**src/rtl/handshake_monitor.sv**
```systemverilog
// rtl/handshake_monitor.sv - passive valid/ready link monitor: violation latch, pass flag, saturating counters
// Optional macro HANDSHAKE_MONITOR_STAMP_EN adds a free-running cycle stamp of the first violation (first_stamp).
module handshake_monitor #(
  parameter int WIDTH     = 32,
  parameter int TIMEOUT   = 1024,
  parameter int CNT_WIDTH = 16
) (
  input  logic                 clk,
  input  logic                 srst,
  input  logic                 clr,
  input  logic                 en,
  input  logic                 mon_valid,
  input  logic                 mon_ready,
  input  logic [WIDTH-1:0]     mon_data,
  output logic                 ok,
  output logic [2:0]           first_err,
  output logic [2:0]           err_flags,
  output logic [CNT_WIDTH-1:0] err_count,
  output logic [CNT_WIDTH-1:0] xfer_count
`ifdef HANDSHAKE_MONITOR_STAMP_EN
  ,
  output logic [31:0]          first_stamp
`endif
);

  localparam int SW = (TIMEOUT > 0) ? $clog2(TIMEOUT + 1) : 1;
  localparam bit TO_EN = (TIMEOUT > 0);
  localparam logic [SW-1:0] TO_MAX = SW'(TIMEOUT);
  localparam logic [CNT_WIDTH-1:0] CNT_MAX = '1;

  typedef enum logic {IDLE, STALL} state_t;

  state_t           state, state_nx;
  logic [SW-1:0]    stall_cnt;
  logic [WIDTH-1:0] cap_data;
  logic             stall_start, stall_hold;
  logic             drop, dchg, tmo;
  logic [2:0]       ev;

  always_ff @(posedge clk) begin
    if (srst) begin
      state     <= IDLE;
      stall_cnt <= '0;
      cap_data  <= '0;
    end else begin
      state <= state_nx;
      if (stall_start) begin
        cap_data  <= mon_data;
        stall_cnt <= SW'(1);
      end else if (stall_hold && (stall_cnt < TO_MAX)) begin
        stall_cnt <= stall_cnt + SW'(1);
      end
    end
  end

  // Checks are raw here; en gating is applied once when forming ev.
  always_comb begin
    state_nx    = state;
    stall_start = 1'b0;
    stall_hold  = 1'b0;
    drop        = 1'b0;
    dchg        = 1'b0;
    tmo         = 1'b0;
    case (state)
      IDLE: begin
        if (mon_valid && !mon_ready) begin
          state_nx    = STALL;
          stall_start = 1'b1;
        end
      end
      STALL: begin
        if (!mon_valid) begin
          state_nx = IDLE;
          drop     = 1'b1;
        end else begin
          dchg = (mon_data != cap_data);
          if (mon_ready) begin
            state_nx = IDLE;
          end else begin
            stall_hold = 1'b1;
            tmo = TO_EN && (stall_cnt != TO_MAX) && ((stall_cnt + SW'(1)) == TO_MAX);
          end
        end
      end
      default: state_nx = IDLE;
    endcase
  end

  assign ev = en ? {tmo, dchg, drop} : 3'b000;

  always_ff @(posedge clk) begin
    if (srst || clr) begin
      ok         <= 1'b1;
      first_err  <= 3'b000;
      err_flags  <= 3'b000;
      err_count  <= '0;
      xfer_count <= '0;
    end else begin
      if (|ev) begin
        ok        <= 1'b0;
        err_flags <= err_flags | ev;
        if (err_count != CNT_MAX) err_count <= err_count + CNT_WIDTH'(1);
        if (first_err == 3'b000) first_err <= ev;
      end
      if (en && mon_valid && mon_ready && (xfer_count != CNT_MAX))
        xfer_count <= xfer_count + CNT_WIDTH'(1);
    end
  end

`ifdef HANDSHAKE_MONITOR_STAMP_EN
  logic [31:0] cyc_cnt;

  // The cycle counter survives clr so stamps stay relative to the last reset.
  always_ff @(posedge clk) begin
    if (srst) cyc_cnt <= '0;
    else      cyc_cnt <= cyc_cnt + 32'd1;
  end

  always_ff @(posedge clk) begin
    if (srst || clr)                      first_stamp <= '0;
    else if ((|ev) && first_err == 3'b000) first_stamp <= cyc_cnt;
  end
`endif

endmodule

```
**config.mk**
```make
export PLATFORM = sky130hd
export DESIGN_NAME = handshake_monitor
export DESIGN_NICKNAME = d
export VERILOG_FILES = /design/src/rtl/handshake_monitor.sv
export SDC_FILE = /design/constraint.sdc
export NUM_CORES = 1
export LEC_CHECK = 0
export CORE_ASPECT_RATIO = 1.25
export CORE_UTILIZATION = 25
export DETAILED_ROUTE_END_ITERATION = 12
export PLACE_DENSITY = 0.54
export SKIP_CTS_REPAIR_TIMING = 1
export SLEW_MARGIN = 20
export SYNTH_ARGS = -nofsm -noshare
export SYNTH_HDL_FRONTEND = slang
export SYNTH_SLANG_ARGS = --single-unit
```
**constraint.sdc**
```tcl
create_clock -name clk -period 2.35 [get_ports clk]
set_clock_uncertainty 0.1 [all_clocks]
set_input_delay 0.47 -clock clk [delete_from_list [all_inputs] [get_ports clk]]
set_output_delay 0.47 -clock clk [all_outputs]
set_load 0.02 [all_outputs]
```
=== Word level (Yosys, flattened, before mapping) ===
Cells that the tools add are included.

* Bits in registers: 83
* Latch bits: 0
* RAM bits: 0
* Bits in read-only memories: 0
* Input port bits: 38
* Output and inout bits: 39
* Word-level logic and storage cells: 50
* Memories: 0

* Add/sub/neg operators: 3
* Multiply operators: 0
* Div/mod/pow operators: 0
* $lt $le $gt $ge: 1
* Eq/ne operators: 5
* Shifts and indexed selects: 0
* Mux-type cells: 16
* Bitwise logic cells: 2
* Reduce and logical (&&, ||, !) cells: 14

{| class="wikitable"
|+ Operators with widths
! cell !! count
|-
| $add 16x1->16 const B || 2
|-
| $ne 16x16->1 const B || 2
|-
| $ne 32x32->1 || 1
|-
| $mux 1 || 14
|-
| $add 11x1->11 const B || 1
|-
| $eq 11x11->1 const B || 1
|-
| $lt 11x11->1 const B || 1
|-
| $ne 11x11->1 const B || 1
|-
| $logic_and 1x1->1 || 6
|-
| $reduce_and 2->1 || 2
|-
| $logic_not 3->1 || 1
|-
| $mux 3 || 1
|-
| $or 3x3->3 || 1
|-
| $reduce_or 3->1 || 1
|-
| $pmux 1 s2 || 1
|-
| $reduce_bool 2->1 || 1
|-
| $reduce_or 2->1 || 1
|-
| $logic_not 1->1 || 1
|-
| $logic_or 1x1->1 || 1
|-
| $not 1->1 || 1
|}

=== Longest topological paths before layout ===
Gate-level depths: netlist of run 1.

* Depth after elaboration: 9
* Gate-level depth with buffers: 11
* Mapped depth without buffers: 8

=== Worst setup path after synthesis of run 1 ===
OpenSTA, ideal clock, no wires.

* Path kind: register -> register
* From: register stall_cnt[0]
* To: register err_count[10]
* Setup time: 0.070 ns
* Data arrival time: 2.337 ns
* Required time: 2.180 ns
* Setup slack: -0.157 ns
* Cell stages (with the launch flop): 11
* Path buffers: 2
* Clock period less this slack: 2.507 ns
* Path through: dfxtp_1 > ha_1 > clkbuf_1 > xnor2_1 > nand4_1 > a2111oi_4 > nand2_1 > o211a_2 > buf_6 > or4_1 > a21oi_1

* Cells in the longest elaborated chain, start to end: 9
* Elaborated cells between the ends (all ways): 10
* Classes of those cells: add/sub (1); eq/ne (2); mux (4); reduce/logical (3)

{| class="wikitable"
|+ Ends and longest elaborated chain
! element !! RTL line !! RTL
|-
| start, declared || 34 || <nowiki>logic [SW-1:0] stall_cnt;</nowiki>
|-
| start signal, assigned || 51 || <nowiki>stall_cnt <= stall_cnt + SW'(1);</nowiki>
|-
| $add 11x1->11 || 81 || <nowiki>tmo = TO_EN && (stall_cnt != TO_MAX) && ((stall_cnt + SW'(1)) == TO_MAX);</nowiki>
|-
| $eq 11x11->1 || 81 ||
|-
| $logic_and 1x1->1 (*) || 81 ||
|-
| $mux 1 (*) || 77 || <nowiki>if (mon_ready) begin</nowiki>
|-
| $mux 1 (*) || 72 || <nowiki>if (!mon_valid) begin</nowiki>
|-
| $mux 1 (*) || 64 || <nowiki>case (state)</nowiki>
|-
| $mux 3 (*) || 89 || <nowiki>assign ev = en ? {tmo, dchg, drop} : 3'b000;</nowiki>
|-
| $reduce_or 3->1 (*) || 99 || <nowiki>if (|ev) begin</nowiki>
|-
| $reduce_and 2->1 (no source line) (*) || -- ||
|-
| end signal, assigned || 102 || <nowiki>if (err_count != CNT_MAX) err_count <= err_count + CNT_WIDTH'(1);</nowiki>
|-
| end, declared || 18 || <nowiki>output logic [CNT_WIDTH-1:0] err_count,</nowiki>
|}

Every way passes the cells marked *; elsewhere a longest branch is shown, timed or not.
A chain may end at the register's enable or synchronous reset.

=== Final worst setup path of run 1 ===
* From: register stall_cnt[4]
* To: register err_count[9]

Same word-level chain as after synthesis.

==> results of run 1 <==
-- layout make-up --
| class | count | area share (%) |
|---|---|---|
| Tap cell | 208 | 4.59 |
| Clock inverter | 2 | 0.177 |
| Inverter | 7 | 0.463 |
| Clock buffer | 14 | 4.66 |
| Multi-Input combinational cell | 358 | 39.9 |
| Sequential cell | 83 | 29.5 |
| Timing Repair Buffer | 121 | 20.7 |
-- registers in the layout (all words and copies together), names as in the netlist --
register    flops
stall_cnt      11
xfer_count     16
err_count      16
ok              1
state           1
first_err       3
err_flags       3
cap_data       32
-- power groups by stage --
stage               clock network, mW  registers (mW)  logic (mW)
finish                           1.31            1.46       0.258
global route                     1.41            1.46       0.286
CTS                              1.36            1.46       0.249
detailed placement                  0            1.49       0.248
global placement                    0            1.49       0.245
floorplan                           0            1.49       0.119
-- metrics by stage --
step	worst slack (ns)	TNS [ns]	power, mW	instances
after floorplan	-0.0187	-0.0538	1.60	470
after global placement	-0.599	-9.92	1.73	773
after detailed placement	-0.600	-10.06	1.74	773
after CTS	-0.252	-3.72	3.07	789
after global routing	-0.105	-0.764	3.16	793
final	-0.0330	-0.0642	3.02	793
-- routing by layer --
| layer | track usage, % | up-vias |
|---|---|---|
| met1 | 14.4 | 1721 |
| met2 | 22.9 | 72 |
| li1 | - | 1849 |
| met5 | 0 | - |
| met4 | 5.40 | 0 |
| met3 | 2.39 | 13 |
-- synth_stat cells (all sizes together) (2+ instances only) --
library cell | n | area share [%]
nand4 | 16 | 2.6
nor2 | 43 | 4.2
xnor2 | 7 | 1.6
o31ai | 8 | 1.5
nand2b | 3 | 0.48
nor3 | 4 | 0.52
o41ai | 2 | 0.45
xor2 | 50 | 11
and4 | 5 | 1.1
inv | 7 | 0.68
nor4 | 12 | 1.9
and3 | 6 | 0.97
and2 | 5 | 0.81
ha | 4 | 1.3
or4 | 9 | 1.7
nand3 | 17 | 2.2
or3 | 4 | 0.64
buf | 5 | 0.94
clkbuf | 20 | 1.9
o21ai | 4 | 0.52
dfxtp | 83 | 43
nor2b | 2 | 0.32
mux2i | 4 | 1.0
nand2 | 85 | 8.2
a21oi | 50 | 6.4
-- path summary, 6_finish.rpt --
| kind | slack (ns) | start | endpoint |
|---|---|---|---|
| setup / recovery | -0.03 | stall_cnt[4] | err_count[9] |
| hold / removal | 0.33 | mon_data[3] | cap_data[3] |
| setup reg to reg | -0.03 | stall_cnt[4] | err_count[9] |
| hold reg to reg | 0.34 | err_flags[1] | err_flags[1] |
-- critical path: cells and delay by family, from the launching register on --
family / cells / cell delay (ns)
AOI/OAI and AO/OA: 4 / 1.04
DFF: 1 / 0.31
and+or+nand+nor: 3 / 0.87
-- kinds of logic (layout without fill, tap and decap cells) --
kind of cell / after synthesis / in the layout / share of synthesized area, %
xor gates and xnor gates: 57 / 57 / 12.9
and+or+nand+nor: 216 / 216 / 26.7
adders and majority gates: 4 / 4 / 1.29
AOI/OAI and AO/OA: 74 / 77 / 11.7
buffers and inverters: 32 / 144 / 3.55
DFF: 83 / 83 / 42.8
muxes: 4 / 4 / 1.03
==> metrics.txt, run 1 <==
# TYPE chip_impl_metric gauge
chip_impl_metric{name="power_frac_seq",unit="%"} 48.2
chip_impl_metric{name="seq_area",unit="µm²"} 1670
chip_impl_metric{name="antenna_cells_inserted",unit=""} 0
chip_impl_metric{name="vdd_drop_max",unit="µV"} 296
chip_impl_metric{name="power.combinational.fraction",unit="%"} 8.5
chip_impl_metric{name="power.internal",unit="mW"} 2.33
chip_impl_metric{name="tritoncts.num_buffers",unit=""} 9
chip_impl_metric{name="antenna_violations_before_repair",unit=""} 0
chip_impl_info{name="crit_path_start_kind",value="flip-flop"} 1
chip_impl_metric{name="detail_route.wirelength.met1",unit="mm"} 4.51
chip_impl_metric{name="chipHeight",unit="µm"} 141
chip_impl_info{name="crit_path_cell_chain",value="and3_2 > a211o_1 > a2111oi_4 > nand2_2 > o211a_4 > or4_4 > a21oi_2"} 1
chip_impl_metric{name="ff_latch_count_synth",unit=""} 83
chip_impl_metric{name="post_drt_wl_per_cell",unit="µm"} 13.1
chip_impl_info{name="root_buffer",value="sky130_fd_sc_hd__clkbuf_16"} 1
chip_impl_metric{name="nNetsFinal",unit=""} 622
chip_impl_metric{name="timing.fmax",unit="GHz"} 0.420
chip_impl_info{name="violations_in_the_final_reports",value="negative setup slack"} 1
chip_impl_metric{name="power.share.switching",unit="%"} 22.9
chip_impl_metric{name="finalHoldViolCount",unit=""} 0
chip_impl_metric{name="drt-vias-per-instance",unit=""} 4.61
chip_impl_metric{name="area_growth_syn_to_layout",unit="%"} 46.1
chip_impl_metric{name="max_slew.worst_pin.slew",unit="ns"} 0.409
chip_impl_metric{name="post-route-worst-setup-slack",unit="ns"} -0.0330
chip_impl_metric{name="floorplan.io_pins",unit=""} 77
chip_impl_metric{name="post-route-drc-count",unit=""} 0
chip_impl_metric{name="die_footprint",unit="µm²"} 16000
chip_impl_info{name="top_layer_used",value="met4"} 1
chip_impl_info{name="mostFrequentLayoutCell",value="sky130_fd_sc_hd__nand2_1"} 1
chip_impl_metric{name="synth-warning-count",unit=""} 0
chip_impl_metric{name="fin_worst_hold_slack",unit="ns"} 0.327
chip_impl_metric{name="core-area",unit="µm²"} 15100
chip_impl_metric{name="filler_cell_count",unit=""} 1534
chip_impl_metric{name="final.period_utilization",unit="%"} 101
chip_impl_metric{name="critPathMaxStageDelay",unit="ns"} 0.43
chip_impl_metric{name="slew_viol_final",unit=""} 0
chip_impl_metric{name="report.final.setup_viol",unit=""} 3
chip_impl_info{name="endpoint_kind",value="flip-flop"} 1
chip_impl_metric{name="worst_skew_pair.late_latency",unit="ns"} 0.33
chip_impl_metric{name="first_pass_grt_wire_length",unit="mm"} 16.1
chip_impl_metric{name="drt-initial-drc-count",unit=""} 140
chip_impl_metric{name="cp.arrival",unit="ns"} 2.55
chip_impl_metric{name="synthDistinctLibCells",unit=""} 43
chip_impl_metric{name="die_w",unit="µm"} 113
chip_impl_metric{name="dp.final_hpwl",unit="mm"} 7.27
chip_impl_metric{name="met2WireLength",unit="mm"} 5.37
chip_impl_info{name="hold_path.class",value="primary input to flip-flop"} 1
chip_impl_metric{name="numClockSinks",unit=""} 83
chip_impl_metric{name="p_leak",unit="nW"} 2.26
chip_impl_metric{name="finalInstanceArea",unit="µm²"} 5670
chip_impl_metric{name="grt_remaining_overflow",unit=""} 0
chip_impl_metric{name="route.vias.total",unit=""} 3655
chip_impl_metric{name="total_global_routing_track_utilization",unit="%"} 12.7
chip_impl_info{name="yosys_most_used_dff",value="sky130_fd_sc_hd__dfxtp_1"} 1
chip_impl_metric{name="synth_cells",unit=""} 470
chip_impl_metric{name="layout-drive-gt1-share",unit="%"} 15.7
chip_impl_metric{name="starting_density_of_the_core",unit="%"} 25.7
chip_impl_metric{name="multi_input_comb_area",unit="µm²"} 2260
chip_impl_metric{name="worstPathRequired",unit="ns"} 2.52
chip_impl_metric{name="htree_num_levels",unit=""} 3
chip_impl_metric{name="routabilityCongestion",unit=""} 0.775
chip_impl_metric{name="power.clock.fraction",unit="%"} 43.3
chip_impl_metric{name="ys_async_sr_fraction",unit="%"} 0
chip_impl_metric{name="post_synth_instance_area",unit="µm²"} 3880
chip_impl_metric{name="detail-route-antenna-nets",unit=""} 0
chip_impl_metric{name="clk_transition_reported_paths",unit="ns"} 0.06
chip_impl_info{name="timing_worst_setup_path_type",value="flip-flop to flip-flop"} 1
chip_impl_info{name="cpMaxStageDelayCell",value="sky130_fd_sc_hd__or4_4"} 1
chip_impl_metric{name="edff_count_synth",unit=""} 0
chip_impl_metric{name="wl_met3",unit="µm"} 318
chip_impl_info{name="tritoncts",value="yes"} 1
chip_impl_metric{name="placement.cell_area",unit="µm²"} 5160
chip_impl_metric{name="grt_start_max_net_pins",unit=""} 34
chip_impl_metric{name="power.density",unit="nW/µm²"} 534
chip_impl_metric{name="final_core_utilization",unit="%"} 37.6
chip_impl_metric{name="hold_path_depth",unit=""} 3
chip_impl_metric{name="synth_fp_nets",unit=""} 512
chip_impl_metric{name="clk_path_buf_depth",unit=""} 2
chip_impl_metric{name="switchingPower",unit="mW"} 0.693
chip_impl_metric{name="max-cap-violations",unit=""} 0
chip_impl_metric{name="drt_pass1_iterations",unit=""} 4
chip_impl_metric{name="portBuffers",unit=""} 76
chip_impl_metric{name="time_the_worst_path_needs_with_i_o_delays_and_setup",unit="ns"} 2.38
chip_impl_info{name="result_of_the_run",value="finished with violations"} 1
chip_impl_info{name="grt_setup_unrepaired",value="yes"} 1
chip_impl_metric{name="worstRegToRegCells",unit=""} 7
chip_impl_metric{name="drt-total-wl",unit="mm"} 10.4
chip_impl_metric{name="register_area_share_after_synthesis",unit="%"} 42.8
chip_impl_metric{name="timing.max_slew.rel_slack",unit="%"} 72.7
chip_impl_metric{name="average_footprint_of_a_synthesized_cell",unit="µm²"} 8.26
chip_impl_info{name="leading_cell_types_in_the_layout_fill_and_taps_excluded",value="sky130_fd_sc_hd__nand2_1 (84), sky130_fd_sc_hd__dfxtp_1 (76), sky130_fd_sc_hd__a21oi_1 (49), sky130_fd_sc_hd__xor2_1 (49), sky130_fd_sc_hd__clkdlybuf4s50_1 (47)"} 1
chip_impl_metric{name="timing.critical_path.fanout_max",unit=""} 8
chip_impl_metric{name="row_count",unit=""} 50
chip_impl_metric{name="via_count_of_the_first_global_routing_pass",unit=""} 3446
Note: power is estimated with default switching activity, not from simulation.
==> run 2: changes to the inputs <==
--- a/config.mk
+++ b/config.mk
@@ -5,8 +5,10 @@
 export SDC_FILE = /design/constraint.sdc
 export NUM_CORES = 1
 export LEC_CHECK = 0
+export CAP_MARGIN = 10
 export CORE_ASPECT_RATIO = 1.25
 export CORE_UTILIZATION = 25
+export CTS_CLUSTER_SIZE = 28
 export DETAILED_ROUTE_END_ITERATION = 12
 export PLACE_DENSITY = 0.54
 export SKIP_CTS_REPAIR_TIMING = 1
==> results of run 2 <==
Final layout, timing and power as in run 1 (identical DEF).
==> run 3: changes to the inputs <==
--- a/config.mk
+++ b/config.mk
@@ -10,7 +10,6 @@
 export CORE_UTILIZATION = 25
 export CTS_CLUSTER_SIZE = 28
 export DETAILED_ROUTE_END_ITERATION = 12
-export PLACE_DENSITY = 0.54
 export SKIP_CTS_REPAIR_TIMING = 1
 export SLEW_MARGIN = 20
 export SYNTH_ARGS = -nofsm -noshare
==> metrics.txt, run 3 (same netlist as run 1, synthesis figures left out) <==
# TYPE chip_impl_metric gauge
chip_impl_metric{name="hold_path_depth",unit=""} 3
chip_impl_metric{name="dpl.cell_count",unit=""} 769
chip_impl_info{name="hold_path.class",value="primary input to flip-flop"} 1
chip_impl_metric{name="clk_path_buf_depth",unit=""} 2
chip_impl_metric{name="finalInstanceArea",unit="µm²"} 5740
chip_impl_metric{name="slew_viol_final",unit=""} 0
chip_impl_metric{name="layout-drive-gt1-share",unit="%"} 15.7
chip_impl_metric{name="p_leak",unit="nW"} 2.26
chip_impl_metric{name="timing.max_slew.rel_slack",unit="%"} 71.7
chip_impl_metric{name="die_footprint",unit="µm²"} 16000
chip_impl_metric{name="final_core_utilization",unit="%"} 38.1
chip_impl_metric{name="placement.cell_area",unit="µm²"} 5150
chip_impl_metric{name="first_pass_grt_wire_length",unit="mm"} 16.4
chip_impl_metric{name="floorplan.io_pins",unit=""} 77
chip_impl_metric{name="htree_num_levels",unit=""} 3
chip_impl_metric{name="grt_remaining_overflow",unit=""} 0
chip_impl_info{name="root_buffer",value="sky130_fd_sc_hd__clkbuf_16"} 1
chip_impl_metric{name="r2r_setup_slack",unit="ns"} -0.03
chip_impl_metric{name="portBuffers",unit=""} 76
chip_impl_metric{name="drt-vias-per-instance",unit=""} 4.62
chip_impl_metric{name="tritoncts.num_buffers",unit=""} 9
chip_impl_metric{name="chipHeight",unit="µm"} 141
chip_impl_metric{name="worst_skew_pair.late_latency",unit="ns"} 0.33
chip_impl_metric{name="largest_register_ffs",unit=""} 32
chip_impl_info{name="violations_in_the_final_reports",value="negative setup slack"} 1
chip_impl_metric{name="post-route-worst-setup-slack",unit="ns"} -0.0280
chip_impl_metric{name="drt_pass1_iterations",unit=""} 6
chip_impl_info{name="tritoncts",value="yes"} 1
chip_impl_info{name="registers.top_by_ff_count",value="cap_data"} 1
chip_impl_info{name="crit_path_start_kind",value="flip-flop"} 1
chip_impl_metric{name="final.period_utilization",unit="%"} 101
chip_impl_metric{name="core-area",unit="µm²"} 15100
chip_impl_info{name="cpLargestDelayFamily",value="simple AND/OR/NAND/NOR gates"} 1
chip_impl_metric{name="worstPathRequired",unit="ns"} 2.52
chip_impl_metric{name="power.density",unit="nW/µm²"} 534
chip_impl_metric{name="detail-route-antenna-nets",unit=""} 0
chip_impl_info{name="result_of_the_run",value="finished with violations"} 1
chip_impl_metric{name="number_of_gates_on_the_worst_path_with_buffers_counted",unit=""} 8
chip_impl_metric{name="via_count_of_the_first_global_routing_pass",unit=""} 3506
chip_impl_metric{name="clk_transition_reported_paths",unit="ns"} 0.06
chip_impl_metric{name="grt_start_max_net_pins",unit=""} 34
chip_impl_metric{name="dp.final_hpwl",unit="mm"} 7.38
chip_impl_metric{name="finalHoldViolCount",unit=""} 0
chip_impl_metric{name="worstRegToRegCells",unit=""} 8
chip_impl_metric{name="numClockSinks",unit=""} 83
chip_impl_metric{name="time_the_worst_path_needs_with_i_o_delays_and_setup",unit="ns"} 2.38
chip_impl_metric{name="critPathMaxStageDelay",unit="ns"} 0.46
chip_impl_metric{name="cp.arrival",unit="ns"} 2.54
chip_impl_metric{name="total_power",unit="mW"} 3.07
chip_impl_metric{name="setup_total_negative_slack",unit="ns"} -0.0280
chip_impl_metric{name="area_growth_syn_to_layout",unit="%"} 47.9
chip_impl_info{name="cpMaxStageDelayCell",value="sky130_fd_sc_hd__or4_1"} 1
chip_impl_metric{name="antenna_violations_before_repair",unit=""} 0
chip_impl_metric{name="post_drt_wl_per_cell",unit="µm"} 13.5
chip_impl_info{name="timing_worst_setup_path_type",value="flip-flop to flip-flop"} 1
chip_impl_metric{name="max_slew.worst_pin.slew",unit="ns"} 0.424
chip_impl_info{name="mostFrequentLayoutCell",value="sky130_fd_sc_hd__nand2_1"} 1
chip_impl_metric{name="report.final.setup_viol",unit=""} 1
chip_impl_info{name="crit_path_cell_chain",value="ha_4 > xnor2_2 > nand4_1 > a2111oi_4 > nand2_2 > o211a_4 > or4_1 > a21oi_1"} 1
chip_impl_metric{name="antenna_cells_inserted",unit=""} 0
chip_impl_metric{name="routabilityCongestion",unit=""} 0.786
chip_impl_info{name="grt_setup_unrepaired",value="yes"} 1
chip_impl_metric{name="vdd_drop_max",unit="µV"} 373
chip_impl_metric{name="timing.critical_path.fanout_max",unit=""} 7
chip_impl_metric{name="route.vias.total",unit=""} 3667
chip_impl_metric{name="nNetsFinal",unit=""} 622
chip_impl_metric{name="row_count",unit=""} 50
chip_impl_metric{name="post-route-drc-count",unit=""} 0
chip_impl_info{name="endpoint_kind",value="flip-flop"} 1
chip_impl_metric{name="critPathBufInv",unit=""} 0
chip_impl_metric{name="max-cap-violations",unit=""} 0
chip_impl_info{name="leading_cell_types_in_the_layout_fill_and_taps_excluded",value="sky130_fd_sc_hd__nand2_1 (84), sky130_fd_sc_hd__dfxtp_1 (76), sky130_fd_sc_hd__a21oi_1 (50), sky130_fd_sc_hd__xor2_1 (50), sky130_fd_sc_hd__clkdlybuf4s50_1 (47)"} 1
chip_impl_info{name="reg_top3",value="cap_data x32, err_count x16, xfer_count x16"} 1
chip_impl_metric{name="timing.fmax",unit="GHz"} 0.421
chip_impl_metric{name="die_w",unit="µm"} 113
chip_impl_metric{name="starting_density_of_the_core",unit="%"} 25.7
chip_impl_metric{name="drt-total-wl",unit="mm"} 10.7
chip_impl_metric{name="total_global_routing_track_utilization",unit="%"} 12.7
chip_impl_metric{name="drt-initial-drc-count",unit=""} 116
chip_impl_metric{name="final_cell_count_no_fill",unit=""} 793
-- run 3: cell types whose count changed in the layout (fill, tap and decap cells not counted), sizes merged --
cell	change
clkbuf	-2
clkinvlp	+2
-- run 3: final timing paths --
| check | start | endpoint |
|---|---|---|
| min | mon_data[13] | cap_data[13] |
| max | stall_cnt[0] | err_count[14] |
| min reg2reg | ok | ok |
| max reg2reg | stall_cnt[0] | err_count[14] |
-- run 3: through the flow --
stage	worst slack (ns)	hold WS (ns)
floorplan	-0.0187	0.348
global placement	-0.605	0.339
detailed placement	-0.615	0.337
CTS	-0.280	0.349
global route	-0.141	0.331
finish	-0.0280	0.325
-- run 3: layout make-up --
| cell class | count | area, µm² |
|---|---|---|
| Fill cell | 1514 | 9340 |
| Multi-Input combinational cell | 358 | 2290 |
| Sequential cell | 83 | 1670 |
| Timing Repair Buffer | 121 | 1210 |
| Tap cell | 208 | 260 |
| Clock buffer | 12 | 256 |
| Inverter | 7 | 26.3 |
| Clock inverter | 4 | 25.0 |
-- run 3: power breakdown --
part           switching [mW]  total, mW  internal (mW)  leakage [nW]
combinational           0.138      0.265          0.127          1.45
clock                   0.573       1.34          0.771         0.135
sequential             0.0214       1.46           1.44         0.676
total                   0.733       3.07           2.33          2.26
-- run 3: layer usage --
metal / share of wire (%) / global-route usage, % / vias up
met5: 0 / 0 / -
met3: 3.2 / 2.78 / 17
met2: 52 / 23.1 / 61
li1: - / - / 1856
met4: 1.7 / 4.99 / 0
met1: 43 / 14.3 / 1733
-- run 3: worst reg2reg max path: stages (launching register included) --
cell and delay, ns:
sky130_fd_sc_hd__dfxtp_4 0.37, sky130_fd_sc_hd__ha_4 0.17, sky130_fd_sc_hd__xnor2_2 0.11, sky130_fd_sc_hd__nand4_1 0.16
sky130_fd_sc_hd__a2111oi_4 0.41, sky130_fd_sc_hd__nand2_2 0.19, sky130_fd_sc_hd__o211a_4 0.22, sky130_fd_sc_hd__or4_1 0.46
sky130_fd_sc_hd__a21oi_1 0.13
